--- src/rtl/path_tracer.sv ---
// path_tracer: walks a cursor over a 16x16 grid, one cell per accepted move.
// A trace begins on a start pulse at (0,0). Every cell the cursor occupies,
// including the origin, is offered downstream on the pos channel. Moves are
// then taken one at a time from the move channel. The trace ends in DONE
// when the cursor reaches (15,15). It ends in ERR on a move off the grid,
// on step-count saturation, or when the final flagged move is emitted
// without reaching (15,15).
//
// Ports
//   clk, rst            clock, asynchronous active-low reset
//   start               one-cycle pulse; honoured in IDLE, DONE and ERR
//   move_valid/move/    move channel (00 X-1, 01 Y+1, 10 Y-1, 11 X+1),
//   move_last/move_ready  move_last marks the final move of a trace
//   pos_x/pos_y/        coordinate channel; pos_x/pos_y always show the
//   pos_valid/pos_ready   current cell
//   step_count          moves applied in this trace (saturates at 255)
//   busy/done/error     status flags
//   state_dbg           current FSM state, for observation only
//
// Handshake: each channel transfers on a rising edge where valid and ready
// are both 1. The producer holds valid and payload stable until that edge.
// move_ready never depends on move_valid. pos_valid never depends on
// pos_ready.
module path_tracer (
  input  logic       clk,
  input  logic       rst,
  input  logic       start,
  input  logic       move_valid,
  input  logic [1:0] move,
  input  logic       move_last,
  output logic       move_ready,
  output logic [3:0] pos_x,
  output logic [3:0] pos_y,
  output logic       pos_valid,
  input  logic       pos_ready,
  output logic [7:0] step_count,
  output logic       busy,
  output logic       done,
  output logic       error,
  output logic [2:0] state_dbg
);

  typedef enum logic [2:0] {
    S_IDLE    = 3'd0,
    S_EMIT    = 3'd1,
    S_WAIT_MV = 3'd2,
    S_DONE    = 3'd3,
    S_ERR     = 3'd4
  } state_t;

  state_t     state, state_next;
  logic [3:0] cur_x, cur_y;
  logic [7:0] steps;
  logic       last_q;

  logic [3:0] nx, ny;
  logic       off_grid;
  logic       can_start;
  logic       move_acc;
  logic       move_ok;
  logic       at_goal;

  // Start is honoured only from the resting states.
  assign can_start = (state == S_IDLE) || (state == S_DONE) || (state == S_ERR);
  assign move_acc  = (state == S_WAIT_MV) && move_valid;
  // A move applies only when it stays on the grid and the counter has room.
  assign move_ok   = !off_grid && (steps != 8'd255);
  assign at_goal   = (cur_x == 4'd15) && (cur_y == 4'd15);

  // Candidate cell for the offered move, plus the edge-of-grid check.
  always_comb begin
    nx       = cur_x;
    ny       = cur_y;
    off_grid = 1'b0;
    case (move)
      2'b00: begin off_grid = (cur_x == 4'd0);  nx = cur_x - 4'd1; end
      2'b01: begin off_grid = (cur_y == 4'd15); ny = cur_y + 4'd1; end
      2'b10: begin off_grid = (cur_y == 4'd0);  ny = cur_y - 4'd1; end
      2'b11: begin off_grid = (cur_x == 4'd15); nx = cur_x + 4'd1; end
      default: ;
    endcase
  end

  // State register
  always_ff @(posedge clk or negedge rst) begin
    if (!rst) state <= S_IDLE;
    else      state <= state_next;
  end

  // Next-state logic
  always_comb begin
    state_next = state;
    case (state)
      S_IDLE, S_DONE, S_ERR: begin
        if (start) state_next = S_EMIT;
      end
      S_EMIT: begin
        if (pos_ready) begin
          // Reaching the goal wins over a flagged final move.
          if (at_goal)     state_next = S_DONE;
          else if (last_q) state_next = S_ERR;
          else             state_next = S_WAIT_MV;
        end
      end
      S_WAIT_MV: begin
        if (move_valid) state_next = move_ok ? S_EMIT : S_ERR;
      end
      default: state_next = S_IDLE;
    endcase
  end

  // Cursor, step counter and last-move flag. Rejected moves leave all of
  // them untouched, so ERR reports the cell where the trace stopped.
  always_ff @(posedge clk or negedge rst) begin
    if (!rst) begin
      cur_x  <= 4'd0;
      cur_y  <= 4'd0;
      steps  <= 8'd0;
      last_q <= 1'b0;
    end else if (start && can_start) begin
      cur_x  <= 4'd0;
      cur_y  <= 4'd0;
      steps  <= 8'd0;
      last_q <= 1'b0;
    end else if (move_acc && move_ok) begin
      cur_x  <= nx;
      cur_y  <= ny;
      steps  <= steps + 8'd1;
      last_q <= move_last;
    end
  end

  // Outputs depend on state alone, so reset clears them in the same cycle.
  always_comb begin
    move_ready = (state == S_WAIT_MV);
    pos_valid  = (state == S_EMIT);
    busy       = (state == S_EMIT) || (state == S_WAIT_MV);
    done       = (state == S_DONE);
    error      = (state == S_ERR);
    pos_x      = cur_x;
    pos_y      = cur_y;
    step_count = steps;
    state_dbg  = state;
  end

endmodule

--- config.mk ---
export PLATFORM = sky130hd
export DESIGN_NAME = path_tracer
export DESIGN_NICKNAME = d
export VERILOG_FILES = /design/src/rtl/path_tracer.sv
export SDC_FILE = /design/constraint.sdc
export NUM_CORES = 1
export LEC_CHECK = 0
export BUFFER_PORTS_ARGS = -buffer_cell sky130_fd_sc_hd__buf_4
export CAP_MARGIN = 20
export CORE_MARGIN = 3
export CORE_UTILIZATION = 35
export CTS_CLUSTER_SIZE = 10
export DETAILED_ROUTE_END_ITERATION = 6
export PLACE_DENSITY = 0.58
export SYNTH_ARGS = -nofsm -noshare
export SYNTH_HDL_FRONTEND = slang
export SYNTH_SLANG_ARGS = --single-unit
--- constraint.sdc ---
create_clock -name clk -period 2.9 [get_ports clk]
set_input_delay 0.29 -clock clk [delete_from_list [all_inputs] [get_ports clk]]
set_output_delay 0.29 -clock clk [all_outputs]
set_load 0.02 [all_outputs]
Word level (Yosys, flattened, before mapping)
Cells that the tools add are included.
Widths: inputs -> output; s select.
Storage, ports and cells
  bits in registers: 20
  latch bits: 0
  bits in writable memories: 0
  ROM bits: 0
  input bits: 8
  output and inout port bits: 24
  word-level logic and storage cells: 61
  memories kept: 0
Cells by class
  add/sub/neg operators: 5
  multiply operators: 0
  div/mod/pow operators: 0
  order comparisons: 0
  eq/ne operators: 13
  shift operators: 0
  multiplexer cells: 18
  bitwise operators: 0
  reduce and logical (&&, ||, !) cells: 20
Operators by type and width (number)
  $mux 3: 6
  $mux 4: 4
  $mux 8: 2
  $pmux 4 s2: 2
  $pmux 3 s3: 1
  $add 4x1->4 const B: 2
  $add 8x1->8 const B: 1
  $eq 4x4->1 const B: 2
  $logic_not 4->1: 2
  $ne 8x8->1 const B: 1
  $sub 4x1->4 const B: 2
  $eq 3x2->1 const B: 2
  $reduce_bool 3->1: 2
  $logic_and 1x1->1: 5
  $eq 2x2->1 const B: 2
  $ne 2x2->1 const B: 2
  $pmux 1 s4: 1
  $reduce_and 2->1: 2
  $eq 3x1->1 const B: 1
  $eq 3x3->1 const B: 1
  $logic_not 3->1: 1
  $logic_or 1x1->1: 3
  $reduce_and 3->1: 1
  $reduce_or 3->1: 1
  other kinds (6): 7

Longest topological paths before layout
Gate-level depths: netlist (run 1).
  depth in word-level cells: 7
  gate-level depth with buffers: 8

Least setup slack after synthesis (run 1)
Ideal clock, no wire load.
  path kind: register to register
  from: register cur_y[0] (netlist: pos_y[0])
  to: register steps[2] (netlist: step_count[2])
  setup time: 0.081 ns
  arrival: 1.828 ns
  path slack: 0.992 ns
  cell stages (with the launch flop): 7
  buffers on the path: 1
  period minus slack after synthesis: 1.908 ns
  cells stage by stage: dfrtp_1 or4_1 o32a_1 and4_1 buf_2 nand2_1 mux2i_1
Between the ends
  cells in the longest elaborated chain, start to end: 6
Ends and longest elaborated chain
  start, declared: line 52  | logic [3:0] cur_x, cur_y;
  start signal, assigned: line 127  | cur_y <= ny;
  $eq 4x4->1 or $logic_not 4->1 (tied branches): line 77, 78
  $pmux 1 s4 (*): line 75  | case (move)
  $logic_not 1->1 (*): line 67  | assign move_ok = !off_grid && (steps != 8'd255);
  $logic_and 1x1->1 (*): line 67
  $logic_and 1x1->1 (*): line 125  | end else if (move_acc && move_ok) begin
  $reduce_bool 2->1 (no line) (*)
  end signal, assigned: line 128  | steps <= steps + 8'd1;
  end, declared: line 53  | logic [7:0] steps;
Every way passes the cells marked *; elsewhere a longest branch is shown, timed or not.
A chain may end at the register's enable or synchronous reset.

Worst setup path after layout (run 1)
  from: register state[0] (netlist: state_dbg[0])
  to: register steps[6] (netlist: step_count[6])
Between the ends
  cells in the longest elaborated chain, start to end: 5
Ends and longest elaborated chain
  start, declared: line 51  | state_t state, state_next;
  start signal, assigned: line 87  | else state <= state_next;
  $eq 3x2->1 or $logic_not 3->1 (tied branches): line 64  | assign can_start = (state == S_IDLE) || (state == S_DONE) || (state == S_ERR);
  $logic_or 1x1->1 (2 in a row): line 64
  $logic_and 1x1->1: line 120  | end else if (start && can_start) begin
  $mux 8 or $reduce_bool 2->1 (tied branches)
Parallel ways exist; a longest one is shown, timed or not.

==> qor_table.md, run 1 <==
| Metric | This run |
|---|---|
| Sink of the worst hold path | last_q |
| Pins over their slew limit | 0 |
| Hold violation count in the final report | 0 |
| Required time of the critical path | 3080 ps |
| Vias | 1,192 |
| Total negative slack for setup checks | 0 ps |
| Final RePlAce weighted congestion | 0.803 |
| Synthesized net count | 163 |
| IO Count | 32 |
| Aggregate routed wire length | 3140 µm |
| Number of endpoints failing setup at the final stage | 0 |
| Drt drc | 0 |
| Die extent in x | 67.9 µm |
| Kind of launch point of the worst setup path | register |
| Final standard cell count with taps included and fillers excluded | 224 |
| Area fraction of the dominant cell type after synthesis | 37.3% |
| Capturing point of the worst reg2reg path | step_count[6] |
| H-tree levels | 1 |
| Antenna violations before repair | 0 |
| Origin of the worst min-delay path | move_last |
| Cell accounting for the most synthesized area | sky130_fd_sc_hd__dfrtp_1 |
| Cell count after synthesis | 144 |
| Clock tree from TritonCTS | yes |
| Max-cap check violation count | 0 |
| Min Hold Slack | 258 ps |
| Peak clock frequency supported by timing | 0.490 GHz |
| Tot Pwr | 1.45 mW |
| Clock Skews | 4.14 ps |
| Reg-to-reg slack, setup | 860 ps |
| Number of buffers created by CTS | 3 |
| Main synth FF type | sky130_fd_sc_hd__dfrtp_1 |
| Slowest cell on the critical path | sky130_fd_sc_hd__or4_1 |
| Seq. cell area | 500 µm² |
| Signal arrival time at the worst endpoint | 2220 ps |
| Area of the core | 3520 µm² |
| Critical path peak fanout | 12 |
| Via count of the first global-routing pass | 1,108 |
| Synthesized cell area | 1340 µm² |
| First-pass GRT wire length | 5300 µm |
| Die Outline Area | 4620 µm² |
| Antenna viol nets, final | 0 |
| Area growth from synthesis to layout | 25.5% |
| CTS root buffer | sky130_fd_sc_hd__clkbuf_8 |
| Time the final worst path needs with I/O delays and setup | 2040 ps |
| Number of nets in the finished design | 198 |
| Number of synthesized flops with an enable pin | 0 |
| Cell Pwr Density | 858 nW/µm² |
| Switching power total | 0.627 mW |
| Most repeated cell in the gate-level netlist after synthesis | sky130_fd_sc_hd__dfrtp_1 |
| Unrepaired setup endpoints after global routing | no |
| Slew @ Worst Pin | 329 ps |
| Clk sink count | 20 |
| Most common library cells after synthesis | sky130_fd_sc_hd__dfrtp_1, sky130_fd_sc_hd__nand2_1, sky130_fd_sc_hd__o21ai_0 |
| Register bit total from synthesis | 20 |
| Highest ir drop seen on vdd | 0.000396 V |
| Number of design-rule violations left by the first detailed-router iteration | 55 |
| Sequential fraction of design power | 32.7% |
| Clock group share of total power | 14.6% |
| Combinational Power Share | 52.8% |
| Final cycle utilization of the critical path | 70.4% |
| Vert. Die Dim | 67.9 µm |
| Largest net degree at the start of global routing | 21 |
| Number of core rows | 21 |
| Cells taking the most area after synthesis | sky130_fd_sc_hd__dfrtp_1, sky130_fd_sc_hd__ha_1, sky130_fd_sc_hd__nand2_1 |
| Endpoint type of the worst setup path | register |
| Sequential share of the synthesized area | 37.3% |
| Internal cell power | 0.818 mW |
| Number of instances on the worst hold path | 3 |
| Clock-pin slew on the worst setup and hold paths | 70 ps |
| Count of input and output buffers | 31 |
| Cell chain of the critical path | and2b_1 -> nand2b_2 -> inv_2 -> and2_4 -> nand4_2 -> or4_1 -> a21oi_1 |
| Critical setup path kind | register to register |
| Count of filler cells inserted in the layout | 344 |
| Post-cts repair resize count | 0 |
| Share of synthesized registers carrying an async set or reset | 100% |
| Net switching fraction of the power | 43.4% |
| Maximum buffer depth of the clock tree | 2 |
| Run status | completed |
| Distinct cell type count of the synthesized netlist | 44 |
| Rel. slew slack | 78.1% |
| Routed length per instance | 14.0 µm |
| Drt pass-1 iters | 4 |
| Post-DP HPWL | 2360 µm |
| YS warnings | 0 |
| Largest stage delay, worst path | 540 ps |
| Total GRT Usage | 14.9% |
| Static Leakage | 0.822 nW |
| N_diodes | 0 |
| Starting density of the core | 38.1% |
| Average instance area after synthesis | 9.32 µm² |
| Number of cells on the worst reg-to-reg path | 7 |
| Launch instance of the worst register-to-register path | state_dbg[0] |
| Class of the most critical hold timing path | input pin to register |
| Multi-input gate area | 788 µm² |
| Clk Latency, worst-skew pair | 250 ps |
| Average via count per standard cell | 5.32 |
| Fraction of layout cells with a size suffix above 1 | 24.2% |
| Global route overflow | 0 |
| Number of instances in the placed design | 219 |
sequential cells by signal (all words and copies together) (netlist names):
| signal | cells |
|---|---|
| last_q | 1 |
| pos_y | 4 |
| pos_x | 4 |
| step_count | 8 |
| state_dbg | 3 |
critical path: cells and delay by family, from the launching register on:
| family | cells | cell delay (ps) |
|---|---|---|
| DFF | 1 | 470 |
| and+or+nand+nor | 5 | 1270 |
| buffers and inverters | 1 | 80 |
| AOI/OAI and AO/OA | 1 | 150 |
metal layers:
metal  wire, µm  track usage, %
met3        124            2.63
met4         38            4.22
met1       1500            20.4
met2       1480            23.8
met5          0               0
cell type report:
cell class / instances / area share, %
Timing Repair Buffer: 33 / 14.8
Multi-Input combinational cell: 112 / 46.8
Tap cell: 46 / 3.41
Clock buffer: 4 / 3.27
Sequential cell: 20 / 29.7
Inverter: 9 / 2.00
metrics by stage:
stage	utilization [%]	setup slack [ps]	instance area, µm²
after global placement	46.0	908	1620
after CTS	47.9	862	1690
after global routing	47.9	755	1690
after floorplan	-	992	1340
after detailed placement	46.0	823	1620
final	47.9	859	1690
worst max-delay path by stage:
stage	startpoint	end	depth (start not counted)
after floorplan	pos_y[0]	step_count[2]	6
after global placement	move[0]	step_count[6]	8
after detailed placement	move[0]	step_count[6]	8
after CTS	state_dbg[0]	step_count[6]	7
after global routing	state_dbg[0]	step_count[6]	7
final	state_dbg[0]	step_count[6]	7
power groups by stage:
| stage | Sequential, mW | Clock [mW] | Combinational (mW) |
|---|---|---|---|
| 2_1_floorplan | 0.524 | 0 | 0.443 |
| 3_3_place_gp | 0.469 | 0 | 0.756 |
| 3_5_place_dp | 0.475 | 0 | 0.767 |
| 4_1_cts | 0.469 | 0.222 | 0.772 |
| 5_1_grt | 0.488 | 0.242 | 0.847 |
| 6_report | 0.472 | 0.210 | 0.763 |
timing repair:
action                                 in CTS  in global routing
setup buffers                               0                  0
hold buffers                                1                  0
endpoints found under the hold margin      20                  0
cell usage in the layout (no fill, tap or decap), types with 2 or more instances in the layout:
cell	netlist	final
sky130_fd_sc_hd__clkbuf_8	0	4
sky130_fd_sc_hd__nand4_1	4	4
sky130_fd_sc_hd__o211ai_1	2	2
sky130_fd_sc_hd__a21o_1	2	2
sky130_fd_sc_hd__fa_1	2	2
sky130_fd_sc_hd__o31ai_1	2	2
sky130_fd_sc_hd__nand2_1	17	17
sky130_fd_sc_hd__and4_1	2	2
sky130_fd_sc_hd__ha_1	9	9
sky130_fd_sc_hd__o32a_1	2	2
sky130_fd_sc_hd__nor2b_1	2	2
sky130_fd_sc_hd__a21oi_1	9	9
sky130_fd_sc_hd__inv_1	8	8
sky130_fd_sc_hd__o21ai_1	2	2
sky130_fd_sc_hd__o21ai_0	10	10
sky130_fd_sc_hd__xnor2_1	3	3
sky130_fd_sc_hd__or4_1	2	2
sky130_fd_sc_hd__dfrtp_1	20	20
sky130_fd_sc_hd__mux2i_1	5	5
sky130_fd_sc_hd__or3_1	3	3
sky130_fd_sc_hd__and3_1	2	2
sky130_fd_sc_hd__xor2_1	3	3
sky130_fd_sc_hd__nor2_1	3	3
sky130_fd_sc_hd__nand3_1	9	9
sky130_fd_sc_hd__buf_4	0	32
cells by family after synthesis:
| kind of cell | count (synthesis) | synth area share [%] |
|---|---|---|
| AOI/OAI and AO/OA | 34 | 15.8 |
| xor gates and xnor gates | 6 | 3.91 |
| adders and majority gates | 11 | 11.4 |
| buffers and inverters | 12 | 4.01 |
| DFF | 20 | 37.3 |
| muxes | 6 | 4.57 |
| and+or+nand+nor | 55 | 23.1 |
Note: power is estimated with default switching activity, not from simulation.
==> run 2, diff against run 1 <==
- PLACE_DENSITY: 0.58 -> 0.6
- clock period: 2.9 -> 1.8 ns (I/O delays scaled with it)
==> qor_table.md, run 2 (same netlist as run 1, synthesis figures left out) <==
| Metric | This run |
|---|---|
| Run status | completed |
| Number of design-rule violations left by the first detailed-router iteration | 41 |
| Drt pass-1 iters | 4 |
| H-tree levels | 1 |
| Signal arrival time at the worst endpoint | 1990 ps |
| Area of the core | 3520 µm² |
| Clk Latency, worst-skew pair | 260 ps |
| Metal1 wirelength | 1450 µm |
| Pins over their slew limit | 0 |
| Worst setup slack after layout | 4.18 ps |
| Length of routed met3 wiring | 141 µm |
| Uppermost signal routing layer after detailed routing | met4 |
| Tot Pwr | 2.75 mW |
| Final RePlAce weighted congestion | 0.789 |
| Required time of the critical path | 2000 ps |
| Count of filler cells inserted in the layout | 333 |
| Routed length per instance | 13.6 µm |
| Static Leakage | 0.966 nW |
| Maximum buffer depth of the clock tree | 2 |
| Slew @ Worst Pin | 308 ps |
| Total buffers and inverters traversed by the critical path | 1 |
| Critical setup path kind | register to register |
| Number of nets in the finished design | 225 |
| Die extent in x | 67.9 µm |
| Starting density of the core | 38.1% |
| Average via count per standard cell | 5.22 |
| Cell chain of the critical path | and2b_2 -> nand2b_4 -> inv_4 -> and2_4 -> nand4_4 -> or4_4 -> a21oi_2 |
| Kind of launch point of the worst setup path | register |
| CTS root buffer | sky130_fd_sc_hd__clkbuf_8 |
| Unrepaired setup endpoints after global routing | yes |
| WL met2 | 1780 µm |
| Die Outline Area | 4620 µm² |
| Aggregate routed wire length | 3410 µm |
| Number of buffers created by CTS | 3 |
| Endpoint type of the worst setup path | register |
| Critical path peak fanout | 5 |
| Total GRT Usage | 15.6% |
| Rel. slew slack | 79.4% |
| Number of flip-flops under the largest register name | 8 |
| Commonest cells after routing, fill and taps aside | sky130_fd_sc_hd__buf_4, sky130_fd_sc_hd__nand2_1, sky130_fd_sc_hd__dfrtp_1 |
| Clk sink count | 20 |
| Vias | 1,310 |
| Kind of cell with the highest combined delay on the critical path | simple AND/OR/NAND/NOR gates |
| Cell Pwr Density | 1390 nW/µm² |
| Clock tree from TritonCTS | yes |
| Via count of the first global-routing pass | 1,234 |
| Class of the most critical hold timing path | input pin to register |
| Largest stage delay, worst path | 510 ps |
| IO Count | 32 |
| N_diodes | 0 |
| Fraction of layout cells with a size suffix above 1 | 41.5% |
| Max-cap check violation count | 0 |
| Global route overflow | 0 |
| Highest ir drop seen on vdd | 0.000819 V |
| Reg-to-reg slack, setup | 4 ps |
| Count of input and output buffers | 31 |
| Hold violation count in the final report | 0 |
| Antenna violations before repair | 0 |
| Vert. Die Dim | 67.9 µm |
| Drt drc | 0 |
| Finished Core Util | 56.1% |
| Clock-pin slew on the worst setup and hold paths | 80 ps |
| Post-DP HPWL | 2690 µm |
| Largest net degree at the start of global routing | 21 |
| Most frequent standard cell in the layout excluding fill and tap cells | sky130_fd_sc_hd__buf_4 |
| Number of endpoints failing setup at the final stage | 0 |
| First-pass GRT wire length | 5510 µm |
| Antenna viol nets, final | 0 |
| Time the final worst path needs with I/O delays and setup | 1800 ps |
| Peak clock frequency supported by timing | 0.557 GHz |
| Slowest cell on the critical path | sky130_fd_sc_hd__or4_4 |
| Area growth from synthesis to layout | 47.3% |
| Pre-CTS WS | -106 ps |
| Clock Skews | 6.63 ps |
| Final cycle utilization of the critical path | 99.8% |
| Number of core rows | 21 |
run 2: cell types whose count changed in the layout (fill, tap and decap cells not counted), moves of 2 or more:
| cell | previous run | this run |
|---|---|---|
| sky130_fd_sc_hd__a21oi_1 | 9 | 6 |
| sky130_fd_sc_hd__a21oi_2 | 0 | 3 |
| sky130_fd_sc_hd__buf_4 | 32 | 56 |
| sky130_fd_sc_hd__buf_6 | 0 | 3 |
| sky130_fd_sc_hd__dfrtp_1 | 20 | 15 |
| sky130_fd_sc_hd__dfrtp_2 | 0 | 5 |
| sky130_fd_sc_hd__o21ai_0 | 10 | 7 |
| sky130_fd_sc_hd__o21ai_1 | 2 | 4 |
| sky130_fd_sc_hd__or4_1 | 2 | 0 |
| sky130_fd_sc_hd__or4_4 | 0 | 2 |
run 2: per-stage QoR:
stage	hold slack, ps	std cells	cell area, µm²	TNS (ps)
floorplan	-116	144	1360	-48.2
detailed placement	76.2	244	1820	-718
finish	132	251	1980	0
global placement	76.4	244	1820	-98.6
CTS	132	249	1920	0
global route	174	251	1980	-431
run 2: power breakdown:
part	internal [mW]	total [mW]	switching [mW]
Combinational	0.792	1.64	0.847
Sequential	0.573	0.661	0.0879
Clock	0.297	0.451	0.154
run 2: routing by layer:
metal  GRT usage, %  up-vias
li1               -      642
met1           18.1      636
met2           29.0       26
met3           3.78        6
met4           2.98        0
met5              0        -
run 2: repair_timing:
action                                 in CTS  in global routing
hold buffers                                1                  0
pin swaps                                   1                 11
endpoints found under the hold margin      20                  0
setup endpoints to repair                   6                 16
gates resized for setup                     4                 15
buffers inserted                            0                  2
run 2: worst paths after layout:
| kind | start | endpoint | depth (start not counted) |
|---|---|---|---|
| min reg2reg | last_q | last_q | 2 |
| max reg2reg | state_dbg[0] | step_count[6] | 7 |
| max in group asynchronous | rst | state_dbg[1] | 2 |
| max | state_dbg[0] | step_count[6] | 7 |
| min | move_last | last_q | 3 |
| min in group asynchronous | rst | step_count[2] | 2 |
run 2: worst min-delay path: cells and delay by family:
family	cells	cell delay (ps)
AOI/OAI and AO/OA	1	60
buffers and inverters	1	80
and+or+nand+nor	1	40
run 2: final cells by class:
type / count / area (µm²) / area share [%]
clock inverters: 1 / 30.0 / 1.52
repair buffers: 60 / 464 / 23.5
multi-input cells: 112 / 841 / 42.5
well taps: 46 / 57.6 / 2.91
flip-flops and latches: 20 / 507 / 25.6
clock buffers: 3 / 41.3 / 2.09
inverters: 9 / 36.3 / 1.84
